$ cat src/rtl/uart_pkg.sv
// Shared types and helpers for the UART receive path.
package uart_pkg;

  typedef enum logic [2:0] {
    IDLE,
    START,
    DATA,
    STOP,
    BREAK
  } rx_state_t;

  localparam int unsigned STAT_NOT_EMPTY = 0;
  localparam int unsigned STAT_FULL      = 1;
  localparam int unsigned STAT_OVERRUN   = 2;
  localparam int unsigned STAT_FRAME_ERR = 3;

  function automatic int unsigned calc_div(input int unsigned clk_freq, input int unsigned baud);
    return clk_freq / baud;
  endfunction

endpackage

$ cat src/rtl/sync_fifo.sv
// Single-clock FIFO with wrap-bit pointers; a pop frees a slot for a same-edge push.
module sync_fifo #(
  parameter int unsigned WIDTH = 8,
  parameter int unsigned DEPTH = 8
) (
  input  logic                     clock,
  input  logic                     reset,
  input  logic                     push,
  input  logic                     pop,
  input  logic [WIDTH-1:0]         din,
  output logic                     full,
  output logic                     empty,
  output logic [WIDTH-1:0]         head,
  output logic [$clog2(DEPTH):0]   count
);

  localparam int unsigned AW = $clog2(DEPTH);
  localparam int unsigned PW = AW + 1;

  logic [WIDTH-1:0] mem [DEPTH];
  logic [PW-1:0]    wr_ptr;
  logic [PW-1:0]    rd_ptr;
  logic             wr_en;
  logic             rd_en;

  assign empty = (wr_ptr == rd_ptr);
  assign full  = (wr_ptr[AW] != rd_ptr[AW]) && (wr_ptr[AW-1:0] == rd_ptr[AW-1:0]);
  assign count = wr_ptr - rd_ptr;
  assign head  = mem[rd_ptr[AW-1:0]];
  assign rd_en = pop & ~empty;
  assign wr_en = push & (~full | rd_en);

  always_ff @(posedge clock or negedge reset) begin
    if (!reset) begin
      wr_ptr <= '0;
      rd_ptr <= '0;
    end else begin
      if (wr_en) wr_ptr <= wr_ptr + PW'(1);
      if (rd_en) rd_ptr <= rd_ptr + PW'(1);
    end
  end

  // Storage carries no reset; the empty flag masks stale contents.
  always_ff @(posedge clock) begin
    if (wr_en) mem[wr_ptr[AW-1:0]] <= din;
  end

endmodule

$ cat src/rtl/uart_receiver.sv
// 8N1 UART receiver with RX FIFO and MMIO data/status registers.
module uart_receiver
  import uart_pkg::*;
#(
  parameter int unsigned CLK_FREQ    = 27_000_000,
  parameter int unsigned BAUD        = 115200,
  parameter int unsigned FIFO_DEPTH  = 8,
  parameter logic [15:0] DATA_ADDR   = 16'hFF10,
  parameter logic [15:0] STATUS_ADDR = 16'hFF11
) (
  input  logic        clock,
  input  logic        reset,
  input  logic        rx,
  input  logic [15:0] mmio_addr,
  input  logic        mmio_read,
  output logic        mmio_hit,
  output logic [7:0]  mmio_rdata,
  output logic        rx_irq
);

  localparam int unsigned DIV   = calc_div(CLK_FREQ, BAUD);
  localparam int unsigned CNT_W = $clog2(DIV);
  localparam int unsigned PW    = $clog2(FIFO_DEPTH) + 1;
  localparam logic [CNT_W-1:0] HALF_LAST = CNT_W'(DIV / 2 - 1);
  localparam logic [CNT_W-1:0] FULL_LAST = CNT_W'(DIV - 1);

  rx_state_t        state, state_d;
  logic [CNT_W-1:0] cnt, cnt_d;
  logic [2:0]       bit_idx, bit_d;
  logic [7:0]       shreg, shreg_d;
  logic             rx_meta, rx_sync, rx_prev;
  logic             overrun, frame_err;
  logic             push_c, pop_c, ovr_set_c, ferr_set_c, status_rd_c;
  logic             full, empty;
  logic [7:0]       head;
  logic [PW-1:0]    count, count_nx;
  logic [7:0]       status_c;

  sync_fifo #(.WIDTH(8), .DEPTH(FIFO_DEPTH)) u_fifo (
    .clock (clock),
    .reset (reset),
    .push  (push_c),
    .pop   (pop_c),
    .din   (shreg),
    .full  (full),
    .empty (empty),
    .head  (head),
    .count (count)
  );

  assign pop_c       = mmio_read && (mmio_addr == DATA_ADDR) && !empty;
  assign status_rd_c = mmio_read && (mmio_addr == STATUS_ADDR);
  assign count_nx    = count + PW'(push_c) - PW'(pop_c);

  // Synchroniser, state and sticky flags; a flag set outranks a status-read clear.
  always_ff @(posedge clock or negedge reset) begin
    if (!reset) begin
      rx_meta   <= 1'b1;
      rx_sync   <= 1'b1;
      rx_prev   <= 1'b1;
      state     <= IDLE;
      cnt       <= '0;
      bit_idx   <= '0;
      shreg     <= '0;
      overrun   <= 1'b0;
      frame_err <= 1'b0;
      rx_irq    <= 1'b0;
    end else begin
      rx_meta   <= rx;
      rx_sync   <= rx_meta;
      rx_prev   <= rx_sync;
      state     <= state_d;
      cnt       <= cnt_d;
      bit_idx   <= bit_d;
      shreg     <= shreg_d;
      overrun   <= ovr_set_c | (overrun & ~status_rd_c);
      frame_err <= ferr_set_c | (frame_err & ~status_rd_c);
      rx_irq    <= (count_nx != '0);
    end
  end

  always_comb begin
    state_d    = state;
    cnt_d      = cnt + CNT_W'(1);
    bit_d      = bit_idx;
    shreg_d    = shreg;
    push_c     = 1'b0;
    ovr_set_c  = 1'b0;
    ferr_set_c = 1'b0;
    case (state)
      IDLE: begin
        cnt_d = '0;
        if (rx_prev && !rx_sync) state_d = START;
      end
      START: begin
        if (cnt == HALF_LAST) begin
          cnt_d   = '0;
          bit_d   = '0;
          state_d = rx_sync ? IDLE : DATA;
        end
      end
      DATA: begin
        if (cnt == FULL_LAST) begin
          cnt_d   = '0;
          shreg_d = {rx_sync, shreg[7:1]};
          bit_d   = bit_idx + 3'd1;
          if (bit_idx == 3'd7) state_d = STOP;
        end
      end
      STOP: begin
        if (cnt == FULL_LAST) begin
          cnt_d = '0;
          if (rx_sync) begin
            if (!full || pop_c) push_c = 1'b1;
            else                ovr_set_c = 1'b1;
            state_d = IDLE;
          end else begin
            ferr_set_c = 1'b1;
            state_d    = BREAK;
          end
        end
      end
      BREAK: begin
        cnt_d = '0;
        if (rx_sync) state_d = IDLE;
      end
      default: state_d = IDLE;
    endcase
  end

  always_comb begin
    status_c                 = '0;
    status_c[STAT_NOT_EMPTY] = ~empty;
    status_c[STAT_FULL]      = full;
    status_c[STAT_OVERRUN]   = overrun;
    status_c[STAT_FRAME_ERR] = frame_err;
  end

  assign mmio_hit = (mmio_addr == DATA_ADDR) || (mmio_addr == STATUS_ADDR);

  always_comb begin
    mmio_rdata = 8'h00;
    if (mmio_addr == DATA_ADDR)        mmio_rdata = empty ? 8'h00 : head;
    else if (mmio_addr == STATUS_ADDR) mmio_rdata = status_c;
  end

endmodule

$ cat config.mk
export PLATFORM = sky130hd
export DESIGN_NAME = uart_receiver
export DESIGN_NICKNAME = d
export VERILOG_FILES = /design/src/rtl/uart_pkg.sv /design/src/rtl/sync_fifo.sv /design/src/rtl/uart_receiver.sv
export SDC_FILE = /design/constraint.sdc
export NUM_CORES = 1
export LEC_CHECK = 0
export CAP_MARGIN = 20
export CORE_ASPECT_RATIO = 0.6
export CORE_UTILIZATION = 45
export CTS_CLUSTER_SIZE = 14
export DETAILED_ROUTE_END_ITERATION = 8
export HOLD_SLACK_MARGIN = 0.1
export SLEW_MARGIN = 10
export SYNTH_ARGS = -nofsm -noshare
export SYNTH_HDL_FRONTEND = slang
export SYNTH_SLANG_ARGS = --single-unit
export TNS_END_PERCENT = 30
$ cat constraint.sdc
create_clock -name clock -period 6.1 [get_ports clock]
set_input_delay 1.22 -clock clock [delete_from_list [all_inputs] [get_ports clock]]
set_output_delay 1.22 -clock clock [all_outputs]
set_load 0.05 [all_outputs]
# Yosys cells after proc, flatten, opt, wreduce, memory -nomap -nowiden
# Memory sizes are Yosys's and may differ from the RTL's.
# Index checks and enable logic that the tools add are counted.
# Widths: inputs -> output; s select.
[word_totals] reg_bits=36 ram_bits=64 word_cells=97 n_memories=1
[op_classes] addsub=7 n_eq_ne=18 mux=31 n_bitwise=10 n_reduce_logical=18
[memory_table] name="u_fifo.mem" words=8 word_bits=8 rd=1 rd_ports_with_merged_regs=0 write_ports=1 line_no="sync_fifo.sv:20" rtl="logic [WIDTH-1:0] mem [DEPTH];"
[op_table] op="$eq 16x16->1 const B" count=2
[op_table] op="$mux 8" count=4
[op_table] op="$mux 3" count=9
[op_table] op="$pmux 8 s3" count=1
[op_table] op="$pmux 3 s5" count=1
[op_table] op="$mux 1" count=13
[op_table] op="$ne 2x2->1 const B" count=6
[op_table] op="$add 4x1->4 const B" count=2
[op_table] op="$add 8x1->8 const B" count=1
[op_table] op="$eq 8x7->1 const B" count=1
[op_table] op="$eq 8x8->1 const B" count=1
[op_table] op="$eq 3x2->1 const B" count=2
[op_table] op="$eq 3x3->1 const B" count=2
[op_table] op="$pmux 3 s2" count=1
[op_table] op="$reduce_and 6->1" count=1
[op_table] op="$logic_and 1x1->1" count=5
[op_table] op="$add 4x1->4" count=1
[op_table] op="$and 1x1->1" count=4
[op_table] op="$eq 4x4->1" count=1
[op_table] op="$mux 4" count=1
[op_table] op="$reduce_bool 4->1" count=1
[op_table] op="$reduce_or 2->1" count=2
[op_table] op="$sub 4x1->4" count=1
[op_table] op="$sub 4x4->4" count=1
[op_table] op="other kinds (13)" count=20

# Depth between registers and ports, before layout
# Gate-level depths: netlist of run 1.
[depth] depth_word=11 depth_mapped=16 mapped_depth_nobuf=14

# By module
# A second synthesis of run 1 with hierarchy kept.
[hier_totals] cells_unflattened=321 area_unflattened_um2=4566.9
[modules_own_cells] mod="sync_fifo" instances=1 cells_per_inst=170 area_each_um2=2979.1 seq_area_each_um2=2122.0
[modules_own_cells] mod="uart_receiver" instances=1 cells_per_inst=151 area_each_um2=1587.8 seq_area_each_um2=704.4

# Least setup slack after synthesis of run 1
# OpenSTA, ideal clock, no wires.
[synth_path] path_type="input -> register" from="input mmio_addr[14]" to="register rx_irq" setup_ns=0.139 arrival_time_ns=4.805 required_ns=5.961 setup_slack_ns=1.156 stages=13 n_path_buf=1 path_cell_list="nand4_1 -> or4_4 -> or4_4 -> buf_6 -> or2_4 -> fa_1 -> fa_1 -> ha_1 -> fa_1 -> xnor2_1 -> xnor2_1 -> xnor2_1 -> or4_1"
[synth_via] elab_chain_cells=11
[synth_lines] element="start, declared" line_no="uart_receiver.sv:14" rtl="input logic [15:0] mmio_addr,"
[synth_lines] element="$eq 16x16->1 *" line_no="uart_receiver.sv:51" rtl="assign pop_c = mmio_read && (mmio_addr == DATA_ADDR) && !empty;"
[synth_lines] element="$logic_and 1x1->1 * (2 in a row)" line_no="uart_receiver.sv:51"
[synth_lines] element="$logic_or 1x1->1" line_no="uart_receiver.sv:114" rtl="if (!full || pop_c) push_c = 1'b1;"
[synth_lines] element="$mux 1" line_no="uart_receiver.sv:114"
[synth_lines] element="$mux 1" line_no="uart_receiver.sv:113" rtl="if (rx_sync) begin"
[synth_lines] element="$mux 1" line_no="uart_receiver.sv:111" rtl="if (cnt == FULL_LAST) begin"
[synth_lines] element="$mux 1" line_no="uart_receiver.sv:90" rtl="case (state)"
[synth_lines] element="$add 4x1->4" line_no="uart_receiver.sv:53" rtl="assign count_nx = count + PW'(push_c) - PW'(pop_c);"
[synth_lines] element="$sub 4x1->4 *" line_no="uart_receiver.sv:53"
[synth_lines] element="$reduce_bool 4->1 *" line_no="uart_receiver.sv:78" rtl="rx_irq <= (count_nx != '0);"
[synth_lines] element="end signal, assigned" line_no="uart_receiver.sv:78"
[synth_lines] element="end, declared" line_no="uart_receiver.sv:18" rtl="output logic rx_irq"
# Mark *: on every way between the ends. The rest lies on a longest branch, timed or not.
# A chain may end at the register's enable or synchronous reset.

# Worst setup path after layout of run 1
# Ends and elaborated chain as after synthesis.

==> results of run 1 <==
## routing by layer
metal	share of wire, %	track usage, %	vias to the layer above
met4	1.2	5.58	0
met5	0	0	-
met1	49	25.3	1253
li1	-	-	1131
met3	4.4	5.32	9
met2	45	24.5	39
## layout make-up
class	count	area (um2)	share of cell area (%)
Clock inverter	5	26.3	0.510
Clock buffer	11	254	4.93
Multi-Input combinational cell	154	1490	28.9
Timing Repair Buffer	36	338	6.56
Sequential cell	100	2830	54.9
Tap cell	130	163	3.16
Inverter	15	56.3	1.09
## power by group
| part | leakage (nW) | switching (mW) | internal, mW | total, mW |
|---|---|---|---|---|
| combinational | 0.702 | 0.0435 | 0.0330 | 0.0765 |
| clock | 0.138 | 0.228 | 0.298 | 0.525 |
| sequential | 1.23 | 0.0204 | 0.729 | 0.749 |
## placed cells by master, fill, tap and decap left out, types with 3 or more instances in the layout
cell type and instances:
nand3_1 7, clkdlybuf4s50_1 28, clkinv_2 3, xnor2_1 10, a22oi_1 3, nor4_1 3
nor2_1 23, mux4_2 16, mux2i_1 5, nor4b_2 3, dfrtp_1 33, fa_1 3
nand4_1 4, clkbuf_16 10, buf_4 7, mux2_2 12, dfstp_2 3, edfxtp_1 64
xor2_1 9, and3_1 3, ha_1 10, inv_1 14, nand2_1 3
## path summary, 6_finish.rpt
kind / start / endpoint / slack, ns / cells past startpoint
min in group asynchronous: reset / u_fifo.rd_ptr[2] / 0.97 / 1
max in group asynchronous: reset / cnt[0] / 4.58 / 1
min: rx_meta / rx_sync / 0.36 / 0
max: mmio_addr[14] / rx_irq / 0.96 / 13
max reg2reg: u_fifo.rd_ptr[2] / rx_irq / 1.31 / 13
min reg2reg: rx_meta / rx_sync / 0.36 / 0
## kinds of logic after synthesis
group	Yosys count	share of synthesized area, %
compound gates	18	3.10
mux	35	13.0
flops	100	64.2
xor+xnor	19	3.78
buf+inv	28	2.67
fa+ha+maj	13	4.21
simple gates	69	9.04
## metrics by stage
stage	power (mW)	setup slack, ns	utilization [%]
floorplan	0.806	1.16	-
global placement	0.838	0.655	52.0
detailed placement	0.838	0.569	52.1
CTS	1.37	0.945	55.1
global route	1.41	0.768	55.3
finish	1.35	0.960	55.3
## flip-flops by register name, summed over array words and instances (netlist names)
name	count
u_fifo.wr_ptr	4
bit_idx	3
shreg	8
state	3
rx_irq	1
rx_meta	1
u_fifo.rd_ptr	4
frame_err	1
overrun	1
u_fifo.mem	64
rx_sync	1
rx_prev	1
cnt	8
==> impl_metrics.tcl, run 1 <==
set metrics [dict create \
    drc_errors 0 \
    period_needed_ns 5.14 \
    slowest_stage "or4_4" \
    routed_via_density 5.39 \
    via_count 2432 \
    fillers 779 \
    crit_chain "clkdlybuf4s50_1 -> nand4_1 -> or4_4 -> or4_4 -> or2_4 -> fa_1 -> fa_1 -> ha_1 -> fa_1 -> xnor2_1 -> xnor2_1 -> xnor2_1 -> or4_1" \
    end_kind "flop" \
    fin_area_um2 5150 \
    ir_worst_vdd_mv 0.234 \
    required_ns 6.31 \
    chipWidth_um 130 \
    timing.fmax_ghz 0.195 \
    overflow 0 \
    yosys.cell_count.top_type "edfxtp_1" \
    ys_seq_elements 100 \
    grt.total_usage_pct 17.3 \
    grt_pass1_vias 2341 \
    clk_pin_slew_worst_paths_ns 0.07 \
    rows 27 \
    drt_first_pass_iters 4 \
    synth_area_per_cell_um2 15.6 \
    yosysWarnings 0 \
    cts_setup_buffers 0 \
    die_area_um2 10200 \
    grt_max_degree 37 \
    synth_cell_types 51 \
    setup_viol 0 \
    cap_violations 0 \
    grt_setup_unrepaired "no" \
    critPathBufInv 1 \
    die_h_um 78.6 \
    critPathTopFamily "simple AND/OR/NAND/NOR gates" \
    gp_congestion 0.795 \
    slew_headroom_pct 24.1 \
    core_area_um2 9320 \
    cts_tree "built" \
    setup_tns_ns 0 \
    hold_slack_ns 0.356 \
    htree_num_levels 3 \
    cts.root.buffer_cell "clkbuf_16" \
    boundaryPins 30 \
    synth_top_area_share_pct 43.7 \
    netlist_instances 282 \
    drt_wl_total_mm 7.87 \
    status "complete, no violations" \
    post_drt_wl_per_cell_um 17.5 \
    period_share_pct 84.3 \
    synth_area_leaders "edfxtp_1 44%, dfrtp_1 19%, mux4_2 8.2%" \
    hold_class "flop to flop" \
    synthArstFlopShare_pct 36.0 \
    synth_nets 315 \
    dp_hpwl_mm 5.37 \
    hold_viol 0 \
    placed_area_um2 4860 \
    powerDensity_nw_per_um2 262 \
    critPathMaxStageDelay_ns 0.51 \
    dp_cells 433 \
    synth.largest_area_cell "edfxtp_1" \
    initial_utilization_pct 47.2 \
    nets 349 \
    antenna_found_initial 0 \
    synthFlopType "edfxtp_1" \
    fin_cells 451 \
    drt-initial-drc-count 88 \
    antenna_cells 0 \
    finalClockSkew_ns 0.00816 \
    critical_path_arrival_ns 5.35 \
    path_max_fanout 7 \
    ys_seq_area_share_pct 64.2 \
    cts_made_buffers 9 \
    post_cts_resized 0 \
    syn_to_final_growth_pct 17.1 \
    drive_gt1_share_pct 20.6 \
    worst_slew_pin_slew_ns 1.14 \
    ant_nets 0 \
    io_buffers 29 \
    cts_buffer_depth 2 \
    leakage_nw 2.07 \
    drv_slew 0 \
    syn_area_um2 4400 \
    synth_common_cells "64 x edfxtp_1, 33 x dfrtp_1, 23 x nor2_1, 16 x mux4_2, 14 x inv_1" \
    cts-hold-fix-buffers 0 \
    cp-start-kind "input port" \
    critical_path_class "input port to flop" \
    clkLatencyLatePin_ns 0.34 \
    synth_edf_count 64 \
    grt_first_pass_wirelength_mm 12.6 \
    cts.sinks 100 \
]
(Power assumes the default switching activity.)
==> run 2, diff against run 1 <==
--- a/config.mk
+++ b/config.mk
@@ -11,6 +11,7 @@
 export CTS_CLUSTER_SIZE = 14
 export DETAILED_ROUTE_END_ITERATION = 8
 export HOLD_SLACK_MARGIN = 0.1
+export PLACE_DENSITY = 0.66
 export SLEW_MARGIN = 10
 export SYNTH_ARGS = -nofsm -noshare
 export SYNTH_HDL_FRONTEND = slang
==> constraint.sdc (replaced) <==
create_clock -name clock -period 4.35 [get_ports clock]
set_input_delay 0.87 -clock clock [delete_from_list [all_inputs] [get_ports clock]]
set_output_delay 0.87 -clock clock [all_outputs]
set_load 0.05 [all_outputs]
==> run 2 against run 1 <==
The run now ends with negative setup slack left. First-iteration DRC count up 58%. Hold slack better by 0.00065 ns. Combinational power is 41% higher. Non-clock buffer count grew 15. Setup slack worse by 1.1 ns. Via count rose by 1.1%. Clock-buffer cell count is 3 higher. Power grew 51%. Flip-flop and latch count did not move. Clock power is 68% higher. Final cell count rose by 3.3%. Core utilization grew 2.4 points. Largest power group unchanged. Highest routed layer unchanged.
==> impl_metrics.tcl, run 2 (same netlist as run 1, synthesis figures left out) <==
set metrics [dict create \
    status "finished, violations left" \
    violations "negative setup slack" \
    grt.total_usage_pct 18.1 \
    mostFrequentLayoutCell "edfxtp_1" \
    final_cell_mix "64 x edfxtp_1, 33 x dfrtp_1, 27 x buf_4" \
    dp_hpwl_mm 5.74 \
    cts.root.buffer_cell "clkbuf_16" \
    dr_wl_met2_mm 3.80 \
    dp_cells 449 \
    nets 364 \
    ir_worst_vdd_mv 0.218 \
    rr_worst_depth 14 \
    fin_util_pct 57.7 \
    end_kind "flop" \
    layout_setup_ws_ns -0.125 \
    chipWidth_um 130 \
    io_buffers 29 \
    fin_cells 466 \
    grt_max_degree 37 \
    hold_class "flop to flop" \
    crit_path_end "rx_irq" \
    via_count 2458 \
    period_share_pct 103 \
    power_mw 2.04 \
    period_needed_ns 4.48 \
    finalClockSkew_ns 0.00665 \
    r2r-end "rx_irq" \
    clkLatencyLatePin_ns 0.34 \
    antenna_found_initial 0 \
    gp_congestion 0.741 \
    overflow 0 \
    top_layer "met4" \
    grt_setup_unrepaired "yes" \
    place_ws_ns -0.491 \
    slew_headroom_pct 42.4 \
    drt-initial-drc-count 139 \
    met1_length_mm 4.06 \
    slowest_stage "or4_4" \
    critical_path_class "input port to flop" \
    routed_via_density 5.27 \
    htree_num_levels 3 \
    ant_nets 0 \
    cp-startpoint "mmio_addr[6]" \
    hold_slack_ns 0.357 \
    reg2reg_slack_ns 0.22 \
    die_h_um 78.6 \
    grt_first_pass_wirelength_mm 13.3 \
    die_area_um2 10200 \
    cts-hold-fix-buffers 0 \
    post_drt_wl_per_cell_um 17.8 \
    drt_first_pass_iters 4 \
    critPathMaxStageDelay_ns 0.48 \
    crit_chain "clkdlybuf4s50_1 -> nand2b_1 -> or4_4 -> or4_4 -> or2_4 -> fa_2 -> fa_1 -> ha_2 -> fa_2 -> xnor2_2 -> xnor2_1 -> xnor2_1 -> or4_1" \
    initial_utilization_pct 47.2 \
    boundaryPins 30 \
    grt_pass1_vias 2553 \
    cap_violations 0 \
    reg2reg_from "u_fifo.wr_ptr[2]" \
    wl_met3_um 416 \
    clk_pin_slew_worst_paths_ns 0.07 \
    worst_slew_pin_slew_ns 0.863 \
    path_max_fanout 3 \
    cts_buffer_depth 2 \
    hold_viol 0 \
    drive_gt1_share_pct 28.6 \
    setup_viol 1 \
    cp-start-kind "input port" \
    cts_made_buffers 9 \
    largest_reg_flops 64 \
    timing.fmax_ghz 0.223 \
    rows 27 \
    cts_tree "built" \
    drv_slew 0 \
    powerDensity_nw_per_um2 379 \
    cts.sinks 100 \
    core_area_um2 9320 \
    critical_path_arrival_ns 4.69 \
    drt_wl_total_mm 8.31 \
    leakage_nw 2.21 \
    required_ns 4.56 \
    antenna_cells 0 \
    drc_errors 0 \
    syn_to_final_growth_pct 22.2 \
]
==> run 2: cell count changes in the layout (fill, tap and decap cells not counted), sizes merged <==
cell / before / now
clkdlybuf4s50: 28 / 19
clkbuf: 11 / 14
clkinv: 4 / 1
inv: 15 / 16
buf: 8 / 32
clkinvlp: 1 / 0
==> run 2: power breakdown <==
group | switching, mW | internal [mW] | leakage [nW]
Combinational | 0.0614 | 0.0465 | 0.810
Sequential | 0.0281 | 1.02 | 1.23
Clock | 0.339 | 0.544 | 0.176
Total | 0.429 | 1.61 | 2.21
==> run 2: worst min path at each step <==
stage,depth (start not counted),endpoint,slack [ns],from
2_1_floorplan,0,rx_sync,0.35,rx_meta
4_1_cts,0,rx_sync,0.36,rx_meta
6_report,0,rx_sync,0.36,rx_meta
3_3_place_gp,0,rx_sync,0.35,rx_meta
5_1_grt,0,rx_sync,0.36,rx_meta
3_5_place_dp,0,rx_sync,0.35,rx_meta
==> run 2: final cells by class <==
cell class | instances | area [um2]
Clock buffer | 14 | 339
Clock inverter | 2 | 13.8
Fill cell | 754 | 3940
Inverter | 15 | 56.3
Multi-Input combinational cell | 154 | 1500
Sequential cell | 100 | 2830
Tap cell | 130 | 163
Timing Repair Buffer | 51 | 478
==> run 2: metrics by stage <==
step	instance area [um2]	TNS [ns]
after floorplan	4410	-0.0589
after global placement	5010	-0.433
after detailed placement	5010	-0.491
after CTS	5370	-0.119
after global routing	5380	-0.219
final	5380	-0.125
==> run 2: timing repair <==
| item | 4_1_cts | 5_1_grt |
|---|---|---|
| endpoints found under the hold margin | 0 | 0 |
| setup endpoints to repair | 1 | 1 |
| gates resized for setup | 0 | 1 |
| pin swaps | 3 | 3 |
| setup buffers | 1 | 0 |
==> run 2: worst max-delay path: cells and delay by family <==
family                   cells  cell delay [ns]
adder cells (fa/ha/maj)      4             1.34
buffers and inverters        1             0.39
XOR/XNOR                     3             0.39
AND/OR/NAND/NOR              5             1.69
==> run 2: layer usage <==
metal  track usage, %  up-vias
met5                0        -
met3             6.13        2
li1                 -     1165
met1             25.5     1242
met2             27.3       49
met4             3.60        0
==> run 3, diff against run 2 <==
--- a/config.mk
+++ b/config.mk
@@ -6,12 +6,14 @@
 export NUM_CORES = 1
 export LEC_CHECK = 0
 export CAP_MARGIN = 20
+export CELL_PAD_IN_SITES_DETAIL_PLACEMENT = 0
+export CELL_PAD_IN_SITES_GLOBAL_PLACEMENT = 1
 export CORE_ASPECT_RATIO = 0.6
 export CORE_UTILIZATION = 45
 export CTS_CLUSTER_SIZE = 14
 export DETAILED_ROUTE_END_ITERATION = 8
 export HOLD_SLACK_MARGIN = 0.1
-export PLACE_DENSITY = 0.66
+export PLACE_DENSITY_LB_ADDON = 0.1
 export SLEW_MARGIN = 10
 export SYNTH_ARGS = -nofsm -noshare
 export SYNTH_HDL_FRONTEND = slang
==> run 3 against run 2 <==
Register-to-register slack gained 0.03 ns. The run still ends with negative setup slack left. Maximum frequency grew 2.3%. Wire length shrank 2.3%. Global-route usage is essentially flat. Largest power group unchanged. Flip-flop and latch count is the same. Via count shrank 0.12%. Final cell count grew 0.21%.
==> impl_metrics.tcl, run 3 (same netlist as run 1, synthesis figures left out) <==
set metrics [dict create \
    wl_met3_um 298 \
    cts.root.buffer_cell "clkbuf_16" \
    antenna_cells 0 \
    cts.sinks 100 \
    critical_path_class "input port to flop" \
    routed_via_density 5.26 \
    final_cell_mix "64 x edfxtp_1, 33 x dfrtp_1, 27 x buf_4" \
    syn_to_final_growth_pct 21.7 \
    top_layer "met4" \
    ir_worst_vdd_mv 0.173 \
    holdPathEnd "rx_sync" \
    cts_made_buffers 9 \
    drive_gt1_share_pct 28.8 \
    finalClockSkew_ns 0.00637 \
    nets 365 \
    power_mw 1.93 \
    path_max_fanout 2 \
    dp_hpwl_mm 5.58 \
    cp-start-kind "input port" \
    met1_length_mm 4.10 \
    grt_first_pass_wirelength_mm 13.0 \
    boundaryPins 30 \
    period_needed_ns 4.38 \
    fin_area_um2 5360 \
    violations "negative setup slack" \
    clkPwrFrac_pct 39.9 \
    fillers 756 \
    period_share_pct 101 \
    core_area_um2 9320 \
    rows 27 \
    cts-hold-fix-buffers 0 \
    grt_max_degree 37 \
    antenna_found_initial 0 \
    grt.total_usage_pct 18.1 \
    powerDensity_nw_per_um2 359 \
    whs_path_depth 0 \
    rr_worst_depth 14 \
    grt_pass1_vias 2415 \
    ant_nets 0 \
    drv_slew 0 \
    htree_num_levels 3 \
    drt_wl_total_mm 8.12 \
    clkLatencyLatePin_ns 0.34 \
    gp_congestion 0.776 \
    leakage_nw 2.23 \
    setup_viol 1 \
    drc_errors 0 \
    r2r-end "rx_irq" \
    reg2reg_slack_ns 0.25 \
    grt_setup_unrepaired "yes" \
    pwr-share-seq_pct 54.5 \
    reg2reg_from "u_fifo.wr_ptr[2]" \
    hold_viol 0 \
    hold_slack_ns 0.358 \
    initial_utilization_pct 47.2 \
    required_ns 4.56 \
    largest_reg_flops 64 \
    slew_headroom_pct 43.9 \
    via_count 2455 \
    cap_violations 0 \
    setup_tns_ns -0.0253 \
    drt-initial-drc-count 149 \
    intPower_mw 1.51 \
    cts_buffer_depth 2 \
    hold_class "flop to flop" \
    mostFrequentLayoutCell "edfxtp_1" \
    worstHoldStart "rx_meta" \
    overflow 0 \
    die_area_um2 10200 \
    power_switching_mw 0.419 \
    die_h_um 78.6 \
    clk_pin_slew_worst_paths_ns 0.06 \
    post_drt_wl_per_cell_um 17.4 \
    worst_slew_pin_slew_ns 0.842 \
    status "finished, violations left" \
    pwr-share-comb_pct 5.5 \
    timing.fmax_ghz 0.229 \
    layout_setup_ws_ns -0.0253 \
    dr_wl_met2_mm 3.62 \
    end_kind "flop" \
    critical_path_arrival_ns 4.59 \
    cts_tree "built" \
    io_buffers 29 \
    chipWidth_um 130 \
    switching_share_pct 21.7 \
    placed_area_um2 5040 \
    drt_first_pass_iters 6 \
]
==> run 3: per-stage QoR <==
| step | std cells | worst slack [ns] | util [%] |
|---|---|---|---|
| floorplan | 282 | -0.0589 | - |
| global placement | 451 | -0.436 | 54.1 |
| detailed placement | 451 | -0.453 | 54.1 |
| CTS | 467 | -0.0843 | 57.2 |
| global route | 467 | -0.153 | 57.5 |
| finish | 467 | -0.0253 | 57.5 |
==> run 3: what timing repair did <==
action / in CTS / in global routing
setup buffers: 0 / 0
setup endpoints to repair: 1 / 1
cloned: 0 / 0
resized for setup: 0 / 6
==> run 3: how the worst max path moves through the flow <==
stage | cells past startpoint | to | slack [ns] | startpoint
after global placement | 13 | rx_irq | -0.44 | mmio_addr[12]
final | 13 | rx_irq | -0.03 | mmio_addr[6]
after detailed placement | 13 | rx_irq | -0.45 | mmio_addr[14]
after global routing | 13 | rx_irq | -0.15 | mmio_addr[6]
after CTS | 13 | rx_irq | -0.08 | mmio_addr[14]
after floorplan | 13 | rx_irq | -0.06 | mmio_addr[14]
==> run 3: metal layers <==
| metal | up-vias | global-route usage, % |
|---|---|---|
| li1 | 1174 | - |
| met1 | 1238 | 25.5 |
| met2 | 33 | 26.8 |
| met3 | 10 | 5.11 |
| met4 | 0 | 6.28 |
| met5 | - | 0 |
==> run 3: cell type report <==
cell class	instances	area [um2]	area share (%)
Tap cell	130	163	3.04
Clock inverter	4	27.5	0.514
Multi-Input combinational cell	154	1510	28.2
Timing Repair Buffer	52	508	9.48
Inverter	15	56.3	1.05
Clock buffer	12	268	5.00
Sequential cell	100	2830	52.7
==> run 3: power groups by stage <==
stage / registers (mW) / clock network, mW / logic (mW)
CTS: 1.05 / 0.792 / 0.108
finish: 1.05 / 0.769 / 0.107
global route: 1.05 / 0.828 / 0.124
floorplan: 1.06 / 0 / 0.0740
detailed placement: 1.07 / 0 / 0.107
global placement: 1.07 / 0 / 0.108
==> run 3: worst max-delay path: stages <==
cell and delay [ns]:
clkdlybuf4s50_1 0.39, nand2b_1 0.15, or4_4 0.42, or4_4 0.43, or2_4 0.25, fa_2 0.34
fa_1 0.44, ha_2 0.19, fa_2 0.35, xnor2_2 0.14, xnor2_1 0.13, xnor2_1 0.12
or4_1 0.38
